**config.mk**
```make
export PLATFORM = sky130hd
export DESIGN_NAME = lpc_io_arbiter
export DESIGN_NICKNAME = d
export VERILOG_FILES = /design/src/rtl/lpc_arb_pkg.sv /design/src/rtl/lpc_win_decode.sv /design/src/rtl/lpc_io_arbiter.sv
export SDC_FILE = /design/constraint.sdc
export NUM_CORES = 1
export LEC_CHECK = 0
export ABC_AREA = 1
export CORE_MARGIN = 3
export CORE_UTILIZATION = 40
export DETAILED_ROUTE_END_ITERATION = 6
export PLACE_DENSITY = 0.73
export SLEW_MARGIN = 20
export SYNTH_ARGS = -nofsm -noshare
export SYNTH_HDL_FRONTEND = slang
export SYNTH_SLANG_ARGS = --single-unit
```
**constraint.sdc**
```tcl
create_clock -name clk_i -period 2.44 [get_ports clk_i]
set_clock_uncertainty 0.05 [all_clocks]
set_input_delay 0.488 -clock clk_i [delete_from_list [all_inputs] [get_ports clk_i]]
set_output_delay 0.488 -clock clk_i [all_outputs]
set_load 0.005 [all_outputs]
```
**src/rtl/lpc_arb_pkg.sv**
```systemverilog
// Shared types and helpers for the LPC I/O arbiter: FSM encoding, default
// read value and the address-window compare.
package lpc_arb_pkg;

  localparam int unsigned ADDR_W = 16;
  localparam int unsigned DATA_W = 8;
  localparam int unsigned CNT_W  = 8;

  localparam logic [DATA_W-1:0] DEFAULT_RDATA = 8'hFF;

  typedef enum logic [2:0] {
    ST_IDLE,
    ST_DECODE,
    ST_STROBE,
    ST_WAIT,
    ST_HOLD
  } state_e;

  // A set mask bit means that address bit takes part in the compare.
  function automatic logic win_match(
    input logic [ADDR_W-1:0] addr,
    input logic [ADDR_W-1:0] base,
    input logic [ADDR_W-1:0] mask,
    input logic              en
  );
    return en & (((addr ^ base) & mask) == '0);
  endfunction

endpackage

```
**src/rtl/lpc_win_decode.sv**
```systemverilog
// Combinational window decode: per-client match followed by a fixed-priority
// (lowest index wins) one-hot select.
module lpc_win_decode
  import lpc_arb_pkg::*;
#(
  parameter int unsigned                  NUM_CLIENTS = 4,
  parameter logic [NUM_CLIENTS*ADDR_W-1:0] WIN_BASE    = {16'h0000, 16'h0060, 16'h0400, 16'h0080},
  parameter logic [NUM_CLIENTS*ADDR_W-1:0] WIN_MASK    = {16'hFFFF, 16'hFFF0, 16'hFF00, 16'hFFFF}
) (
  input  logic [ADDR_W-1:0]      i_addr,
  input  logic [NUM_CLIENTS-1:0] i_en,
  output logic [NUM_CLIENTS-1:0] o_sel,
  output logic                   o_valid
);

  logic w_found;

  always_comb begin
    w_found = 1'b0;
    o_sel   = '0;
    for (int unsigned k = 0; k < NUM_CLIENTS; k++) begin
      if (!w_found && win_match(i_addr, WIN_BASE[ADDR_W*k +: ADDR_W],
                                WIN_MASK[ADDR_W*k +: ADDR_W], i_en[k])) begin
        o_sel[k] = 1'b1;
        w_found  = 1'b1;
      end
    end
    o_valid = w_found;
  end

endmodule

```
**src/rtl/lpc_io_arbiter.sv**
```systemverilog
// Shares the LPC peripheral I/O datapath between register-window clients:
// decode, single-cycle strobe, wait for ack (0xFF on timeout), hold until release.
module lpc_io_arbiter
  import lpc_arb_pkg::*;
#(
  parameter int unsigned                  NUM_CLIENTS = 4,
  // Client 0 occupies the rightmost (least significant) entry.
  parameter logic [NUM_CLIENTS*ADDR_W-1:0] WIN_BASE    = {16'h0000, 16'h0060, 16'h0400, 16'h0080},
  parameter logic [NUM_CLIENTS*ADDR_W-1:0] WIN_MASK    = {16'hFFFF, 16'hFFF0, 16'hFF00, 16'hFFFF},
  parameter int unsigned                  TIMEOUT     = 15
) (
  input  logic                          clk_i,
  input  logic                          rst_i,
  input  logic                          lframe_i,
  input  logic [ADDR_W-1:0]             lpc_addr_i,
  input  logic [DATA_W-1:0]             lpc_data_in_i,
  input  logic                          io_rden_i,
  input  logic                          io_wren_i,
  output logic                          addr_hit_o,
  output logic [DATA_W-1:0]             din_o,
  output logic [NUM_CLIENTS-1:0]        cl_rd_o,
  output logic [NUM_CLIENTS-1:0]        cl_wr_o,
  output logic [ADDR_W-1:0]             cl_addr_o,
  output logic [DATA_W-1:0]             cl_wdata_o,
  input  logic [NUM_CLIENTS*DATA_W-1:0] cl_rdata_i,
  input  logic [NUM_CLIENTS-1:0]        cl_ack_i,
  input  logic [NUM_CLIENTS-1:0]        cl_en_i,
  output logic                          busy_o,
  output logic [CNT_W-1:0]              timeout_cnt_o
);

  state_e                 r_state, w_state_nxt;
  logic                   r_req_d;
  logic                   r_is_wr, w_is_wr_nxt;
  logic [NUM_CLIENTS-1:0] r_sel, w_sel_nxt;
  logic [CNT_W-1:0]       r_cnt, w_cnt_nxt;
  logic                   r_addr_hit, w_addr_hit_nxt;
  logic [DATA_W-1:0]      r_din, w_din_nxt;
  logic [NUM_CLIENTS-1:0] r_cl_rd, w_cl_rd_nxt;
  logic [NUM_CLIENTS-1:0] r_cl_wr, w_cl_wr_nxt;
  logic [ADDR_W-1:0]      r_cl_addr, w_cl_addr_nxt;
  logic [DATA_W-1:0]      r_cl_wdata, w_cl_wdata_nxt;
  logic                   r_busy, w_busy_nxt;
  logic [CNT_W-1:0]       r_tcnt, w_tcnt_nxt;

  logic                   w_start;
  logic [NUM_CLIENTS-1:0] w_dec_sel;
  logic                   w_dec_valid;
  logic                   w_ack;
  logic [DATA_W-1:0]      w_rdata;

  lpc_win_decode #(
    .NUM_CLIENTS (NUM_CLIENTS),
    .WIN_BASE    (WIN_BASE),
    .WIN_MASK    (WIN_MASK)
  ) u_win_decode (
    .i_addr  (r_cl_addr),
    .i_en    (cl_en_i),
    .o_sel   (w_dec_sel),
    .o_valid (w_dec_valid)
  );

  assign w_start = (io_rden_i | io_wren_i) & ~r_req_d;
  assign w_ack   = |(cl_ack_i & r_sel);

  // Read data of the selected client (r_sel is one-hot or zero).
  always_comb begin
    w_rdata = '0;
    for (int unsigned k = 0; k < NUM_CLIENTS; k++) begin
      if (r_sel[k]) w_rdata = cl_rdata_i[DATA_W*k +: DATA_W];
    end
  end

  always_comb begin
    w_state_nxt    = r_state;
    w_is_wr_nxt    = r_is_wr;
    w_sel_nxt      = r_sel;
    w_cnt_nxt      = r_cnt;
    w_addr_hit_nxt = r_addr_hit;
    w_din_nxt      = r_din;
    w_cl_rd_nxt    = '0;
    w_cl_wr_nxt    = '0;
    w_cl_addr_nxt  = r_cl_addr;
    w_cl_wdata_nxt = r_cl_wdata;
    w_tcnt_nxt     = r_tcnt;

    if (r_state != ST_IDLE && !lframe_i) begin
      w_state_nxt    = ST_IDLE;
      w_addr_hit_nxt = 1'b0;
      w_din_nxt      = DEFAULT_RDATA;
    end else begin
      case (r_state)
        ST_IDLE: begin
          if (w_start) begin
            w_state_nxt    = ST_DECODE;
            w_cl_addr_nxt  = lpc_addr_i;
            w_cl_wdata_nxt = lpc_data_in_i;
            w_is_wr_nxt    = io_wren_i & ~io_rden_i;
          end
        end
        ST_DECODE: begin
          if (w_dec_valid) begin
            w_state_nxt = ST_STROBE;
            w_sel_nxt   = w_dec_sel;
            if (r_is_wr) w_cl_wr_nxt = w_dec_sel;
            else         w_cl_rd_nxt = w_dec_sel;
          end else begin
            w_state_nxt = ST_IDLE;
          end
        end
        ST_STROBE: begin
          w_state_nxt = ST_WAIT;
          w_cnt_nxt   = '0;
        end
        ST_WAIT: begin
          if (w_ack) begin
            w_state_nxt    = ST_HOLD;
            w_addr_hit_nxt = 1'b1;
            if (!r_is_wr) w_din_nxt = w_rdata;
          end else if (r_cnt + CNT_W'(1) == CNT_W'(TIMEOUT)) begin
            w_state_nxt    = ST_HOLD;
            w_addr_hit_nxt = 1'b1;
            w_din_nxt      = DEFAULT_RDATA;
            if (r_tcnt != '1) w_tcnt_nxt = r_tcnt + CNT_W'(1);
          end else begin
            w_cnt_nxt = r_cnt + CNT_W'(1);
          end
        end
        ST_HOLD: begin
          if (!io_rden_i && !io_wren_i) begin
            w_state_nxt    = ST_IDLE;
            w_addr_hit_nxt = 1'b0;
            w_din_nxt      = DEFAULT_RDATA;
          end
        end
        default: begin
          w_state_nxt    = ST_IDLE;
          w_addr_hit_nxt = 1'b0;
          w_din_nxt      = DEFAULT_RDATA;
        end
      endcase
    end

    w_busy_nxt = (w_state_nxt != ST_IDLE);
  end

  always_ff @(posedge clk_i) begin
    if (rst_i) begin
      r_state    <= ST_IDLE;
      r_req_d    <= 1'b0;
      r_is_wr    <= 1'b0;
      r_sel      <= '0;
      r_cnt      <= '0;
      r_addr_hit <= 1'b0;
      r_din      <= DEFAULT_RDATA;
      r_cl_rd    <= '0;
      r_cl_wr    <= '0;
      r_cl_addr  <= '0;
      r_cl_wdata <= '0;
      r_busy     <= 1'b0;
      r_tcnt     <= '0;
    end else begin
      r_state    <= w_state_nxt;
      r_req_d    <= io_rden_i | io_wren_i;
      r_is_wr    <= w_is_wr_nxt;
      r_sel      <= w_sel_nxt;
      r_cnt      <= w_cnt_nxt;
      r_addr_hit <= w_addr_hit_nxt;
      r_din      <= w_din_nxt;
      r_cl_rd    <= w_cl_rd_nxt;
      r_cl_wr    <= w_cl_wr_nxt;
      r_cl_addr  <= w_cl_addr_nxt;
      r_cl_wdata <= w_cl_wdata_nxt;
      r_busy     <= w_busy_nxt;
      r_tcnt     <= w_tcnt_nxt;
    end
  end

  assign addr_hit_o    = r_addr_hit;
  assign din_o         = r_din;
  assign cl_rd_o       = r_cl_rd;
  assign cl_wr_o       = r_cl_wr;
  assign cl_addr_o     = r_cl_addr;
  assign cl_wdata_o    = r_cl_wdata;
  assign busy_o        = r_busy;
  assign timeout_cnt_o = r_tcnt;

endmodule
```
==> metrics.log <==
[metrics] startpoint of the lowest-slack register-to-register path: r_cnt[0]
[metrics] count of inserted antenna diode cells: 0
[metrics] Mapped Nets: 584
[metrics] setup fix buffers added after clock tree synthesis: 0
[metrics] starting utilization of the core area: 0.422
[metrics] count of buffering cells on the critical path with inverters included: 0
[metrics] worst reg2reg setup slack: 0.24 ns
[metrics] Hold WC Path Type: reg2reg
[metrics] y dimension of the die: 97.4 µm
[metrics] post-route minimum period: 2.20 ns
[metrics] number of nets with antenna violations after routing: 0
[metrics] clock insertion delay at the later pin of the skew report: 0.34 ns
[metrics] total number of cells along the worst setup path: 12
[metrics] CTS tree: done
[metrics] Leakage Power: 2.05 nW
[metrics] flop and latch count out of synthesis: 67
[metrics] launch point of the worst path: r_cnt[0]
[metrics] global-route congestion overflow total: 0
[metrics] all-layer global routing usage: 0.195
[metrics] sw power: 654 µW
[metrics] Cell Pwr Density: 556 nW/µm²
[metrics] share of layout cells above drive strength 1: 0.0628
[metrics] wire length of the first global-routing pass: 15.6 mm
[metrics] number of warnings printed during yosys synthesis: 0
[metrics] port buffer count: 118
[metrics] initial antenna violation count: 0
[metrics] highest-count cells in the layout ignoring fill and taps: nand2_1, clkdlybuf4s50_1, nor2_1
[metrics] # nets final: 704
[metrics] weighted congestion reported at the end of routability-driven placement: 0.855
[metrics] Layout area overhead: 45.9%
[metrics] fraction of power consumed by the clock network: 0.416
[metrics] Crit Path Category: reg2reg
[metrics] family with the most delay on the worst path: simple AND/OR/NAND/NOR gates
[metrics] path depth of the worst reg2reg path: 12
[metrics] crit-path most repeated cell: nand2_1
[metrics] Rows: 32
[metrics] dpl cell area: 4640 µm²
[metrics] Slew Viols, Final: 0
[metrics] end point of the critical path: din_o[6]
[metrics] vias per cell: 4.93
[metrics] number of setup violations in the final report: 0
[metrics] CTS HTree Levels: 3
[metrics] clk root buf: clkbuf_8
[metrics] actual transition at the worst max-transition pin: 0.469 ns
[metrics] Setup TNS Final: 0 ns
[metrics] Synth Instances: 512
[metrics] Post-synth EDFFs: 0
[metrics] topmost layer with routed signal wires: met4
[metrics] Critical Path Slowest Stage Cell: dfxtp_1
[metrics] relative contribution of sequential cells to total power: 0.437
[metrics] clock-pin transition on the worst setup and hold timing paths: 0.08 ns
[metrics] type of element capturing the critical path: flop
[metrics] cell chain of the critical path: ha_1 -> nand2_1 -> nor2_1 -> nand2_1 -> nand2_1 -> nand2_1 -> nor2_1 -> nand2_2 -> nand3_2 -> nand3_2 -> nand2_1 -> nand3_1
[metrics] Seq/Total Area, Yosys: 0.401
[metrics] category of the worst setup path launch point: flop
[metrics] combinational power share: 0.147
[metrics] number of distinct library cells after synthesis: 25
[metrics] amount of wire on met2 after detailed routing: 4.33 mm
[metrics] final number of hold-violating endpoints: 0
[metrics] part of the cycle the worst path needs: 0.900
[metrics] run status: finished, final reports clean
[metrics] vias in the first global route: 3371
[metrics] required time of the worst setup path: 2.61 ns
[metrics] r2r endpoint: din_o[6]
[metrics] commonest non-fill, non-tap cell in the layout: nand2_1
[metrics] crit path DAT: 2.37 ns
[metrics] Starting DRT DRC Count: 143
[metrics] fraction of registers with async set or reset after synthesis: 0
[metrics] Max Fclk: 455 MHz
[metrics] Core Box Area: 7930 µm²
[metrics] internal power: 2.06 mW
[metrics] DRT Wirelength: 9.18 mm
[metrics] number of vias after detailed routing: 3640
[metrics] post-CTS sizing: 0
[metrics] Worst IR Drop VDD: 0.354 mV
[metrics] largest net degree at the start of global routing: 37
[metrics] overall die area: 9490 µm²
[metrics] Remaining DRCs: 0
[metrics] number of clock sinks: 67
[metrics] number of buffers between clock root and the deepest sink: 2
[metrics] Die X: 97.4 µm
[metrics] routed metal-1 wire length: 3.99 mm
[metrics] Met3 Routed Length: 724 µm
[metrics] Max-cap violations: 0
[metrics] post-synthesis cell area: 3340 µm²
[metrics] setup repair after global routing missed its margin: no
[metrics] Top Ports: 119
[metrics] detailed-router iteration count before antenna repair: 4
[metrics] maximum single-stage delay on the critical path: 0.50 ns
[metrics] CTS hold repair buffers: 0
[metrics] headroom to the max-slew limit: 0.686
[metrics] per-cell routed wire length: 12.4 µm
[metrics] critical path fanouts, max: 11
[metrics] Post-Layout Inst Area: 4880 µm²
[metrics] TritonCTS Buffers: 9
[metrics] Switching Fraction: 0.241
[metrics] post-synthesis area per instance: 6.53 µm²
[metrics] primary flip-flop cell chosen by synthesis mapping: dfxtp_1
[metrics] Detail Placement HPWL: 7.03 mm
[worst min-delay path by stage]
stage	endpoint	startpoint	slack [ns]	cells after the start
2_1_floorplan	din_o[0]	din_o[0]	0.40	2
3_3_place_gp	din_o[3]	din_o[3]	0.39	2
3_5_place_dp	din_o[7]	din_o[7]	0.39	2
4_1_cts	din_o[4]	din_o[4]	0.41	2
5_1_grt	din_o[6]	din_o[6]	0.43	2
6_report	din_o[7]	din_o[7]	0.41	2
[cell families after synthesis]
logic type	count (synthesis)	share of synthesized area
buf+inv	68	0.0790
xor+xnor	1	0.00262
flops	67	0.401
fa+ha+maj	3	0.0112
compound gates	67	0.107
simple gates	306	0.399
[worst register-to-register path, delay by kind of cell, from the launching register on]
| kind | cells | cell delay (ns) |
|---|---|---|
| DFF | 1 | 0.50 |
| and+or+nand+nor | 11 | 1.28 |
| adders and majority gates | 1 | 0.25 |
[state kept, by name (all words and copies together) (netlist names)]
name and count:
cl_wr_o 4, r_req_d 1, busy_o 1, timeout_cnt_o 8, r_state 3, cl_rd_o 4
r_is_wr 1, din_o 8, r_sel 4, cl_wdata_o 8, cl_addr_o 16, r_cnt 8
addr_hit_o 1
[area by class of cell]
class | count | area (µm²)
Sequential cell | 67 | 1340
Clock inverter | 6 | 113
Inverter | 55 | 206
Fill cell | 767 | 3050
Timing Repair Buffer | 122 | 1220
Tap cell | 102 | 128
Multi-Input combinational cell | 377 | 1740
Clock buffer | 10 | 128
[power groups by stage]
| stage | clock (mW) | combinational [mW] | sequential (mW) |
|---|---|---|---|
| floorplan | 0 | 0.152 | 1.21 |
| global placement | 0 | 0.397 | 1.21 |
| detailed placement | 0 | 0.402 | 1.21 |
| CTS | 1.15 | 0.405 | 1.18 |
| global route | 1.20 | 0.449 | 1.19 |
| finish | 1.13 | 0.400 | 1.18 |
[synthesized netlist by cell type (2+ instances only)]
cell type | count | area [µm²]
nor2_4 | 4 | 45.0
o21ai_0 | 33 | 165
nand3b_1 | 4 | 30.0
nand3_2 | 2 | 20.0
nand2_1 | 122 | 458
nand3_1 | 44 | 220
nand2_2 | 4 | 25.0
a21oi_1 | 25 | 125
nor3_1 | 3 | 15.0
o211ai_1 | 8 | 60.1
nand4_1 | 15 | 93.8
clkbuf_1 | 11 | 41.3
dfxtp_1 | 67 | 1340
inv_1 | 48 | 180
inv_2 | 6 | 22.5
nor2_2 | 4 | 25.0
nor2_1 | 102 | 383
ha_1 | 3 | 37.5
[layer usage]
| metal | global-route usage | up-vias |
|---|---|---|
| li1 | - | 1895 |
| met1 | 0.241 | 1630 |
| met2 | 0.322 | 102 |
| met3 | 0.0646 | 13 |
| met4 | 0.0628 | 0 |
| met5 | 0 | - |
[stage by stage]
| stage | util | cells | power, mW | worst slack, ns | hold slack (ns) |
|---|---|---|---|---|---|
| after global routing | 0.615 | 739 | 2.84 | 0.0217 | 0.432 |
| after detailed placement | 0.585 | 723 | 1.61 | 0.280 | 0.394 |
| after floorplan | - | 512 | 1.36 | 0.696 | 0.403 |
| final | 0.615 | 739 | 2.71 | 0.243 | 0.410 |
| after CTS | 0.615 | 739 | 2.74 | 0.255 | 0.412 |
| after global placement | 0.585 | 723 | 1.60 | 0.320 | 0.389 |
Note: power is estimated with default switching activity, not from simulation.
==> edit (same flow settings) <==
Change the package constant `CNT_W` from 8 to 7.
--- a/src/rtl/lpc_arb_pkg.sv
+++ b/src/rtl/lpc_arb_pkg.sv
@@ -6,3 +6,3 @@
   localparam int unsigned DATA_W = 8;
-  localparam int unsigned CNT_W  = 8;
+  localparam int unsigned CNT_W  = 7;
 
Interface: changed (resized timeout_cnt_o); port bits go from 119 to 118. No check against the original RTL was run, so the function may have changed too.
==> edit against the original RTL <==
- setup slack better by 0.20 ns
- sequential cell count down 2
- wire length is 2.2% lower
- final area down 2.7%
- area after synthesis fell by 0.37%
- combinational power up 6.8%
- sequential share of layout area shrank 0.068 points
- cell count down 6.6%
- total power fell by 12%
==> edit: results (changes against the original RTL) <==
Layout
  – Comb_multi_in: 339 (was 377)
  – Fillers: 750 (was 767)
  – Share of cells above drive strength 1: 0.122 (was 0.0628)
  – Inverters: 46 (was 55)
  – Final net count: 655 (was 704)
  – Multi-input combinational area share: 0.371 (was 0.356)
  – Syn-to-layout area delta: 42.4% (was 45.9%)
  – Sequential cell area share: 0.274 (was 0.275)
  – Clk tree area frac: 0.0361 (was 0.0493)

Global routing
  – M3 GR Usage: 0.0553 (was 0.0646)
  – Vias in the first global route: 3342 (was 3371)
  – Routing usage on met2: 0.338 (was 0.322)
  – Total Routing Usage GR: 0.195 (about the same)

Yosys
  – Synth cell count leaders: nand2_1 (86), nor2_1 (80), dfxtp_1 (65) (was nand2_1 (122), nor2_1 (102), dfxtp_1 (67))
  – Mean Syn Cell Area: 7.18 sq um (was 6.53 sq um)
  – Synth unique cells: 31 (was 25)
  – Synth top area cells: dfxtp_1 (39%), nand2_1 (9.7%), nor2_1 (9.0%) (was dfxtp_1 (40%), nand2_1 (14%), nor2_1 (11%))
  – Post-Syn Nets: 536 (was 584)
  – Yosys reg bits: 65 (was 67)

Power and ir drop
  – Comb power frac: 0.179 (was 0.147)
  – Pwr Density: 504 nW/um^2 (was 556 nW/um^2)

Run status
  – Status: finished, final reports clean (unchanged)

Setup path
  – FF-to-FF End: r_cnt[3] (was din_o[6])
  – CP max stage delay: 0.40 ns (was 0.50 ns)
  – Reg2Reg Setup Slack: 0.44 ns (was 0.24 ns)
  – WP data arrival: 2.19 ns (was 2.37 ns)
  – Crit Path Max Fanout: 13 (was 11)
  – Worst r2r src: r_cnt[1] (was r_cnt[0])

Worst hold path
  – Hold wc startpoint: din_o[6] (was din_o[7])
  – End of the worst hold path: din_o[6] (was din_o[7])

Routing
  – DR WL met2: 4290 um (was 4330 um)
  – WL final: 8980 um (was 9180 um)
  – DR WL met3: 567 um (was 724 um)
  – Met1 WL: 4000 um (was 3990 um)
  – DRT iter0 DRCs: 127 (was 143)

Placed design
  – Area of placed instances: 4570 sq um (was 4640 sq um)
  – Gpl congestion: 0.875 (was 0.855)
  – Post-placement cell count: 674 (was 723)
  – IO buf count: 117 (was 118)

STA
  – Min Hold Slack: 0.411 ns (was 0.410 ns)
  – Slew of the pin with the lowest slew margin: 0.639 ns (was 0.469 ns)
## edit: changes by cell type in the layout (fill, tap and decap cells not counted), moves of 3 or more
cell       delta
nand3_4       +4
o21ai_2       +6
nor2_2        +3
nand2_2       +7
nor2_4        +3
nand2_1      -36
o21ai_0       -4
nand3_1       -8
bufinv_16     -3
nor2_1       -22
inv_1         -9
a21oi_2       +5
## edit: critical path, delay by kind of cell, from the launching register on
kind | cells | cell delay (ns)
AND/OR/NAND/NOR | 9 | 1.03
flip-flops | 1 | 0.40
adder cells (fa/ha/maj) | 1 | 0.27
buffers and inverters | 2 | 0.16
## edit: cell families (layout without fill, tap and decap cells)
family / Yosys count / count (layout) / synth area share
AND/OR/NAND/NOR: 261 / 261 / 0.384
AO/OA/AOI/OAI: 74 / 74 / 0.130
flip-flops: 65 / 65 / 0.391
buffers and inverters: 60 / 184 / 0.0804
adder cells (fa/ha/maj): 3 / 3 / 0.0113
XOR/XNOR: 1 / 1 / 0.00263
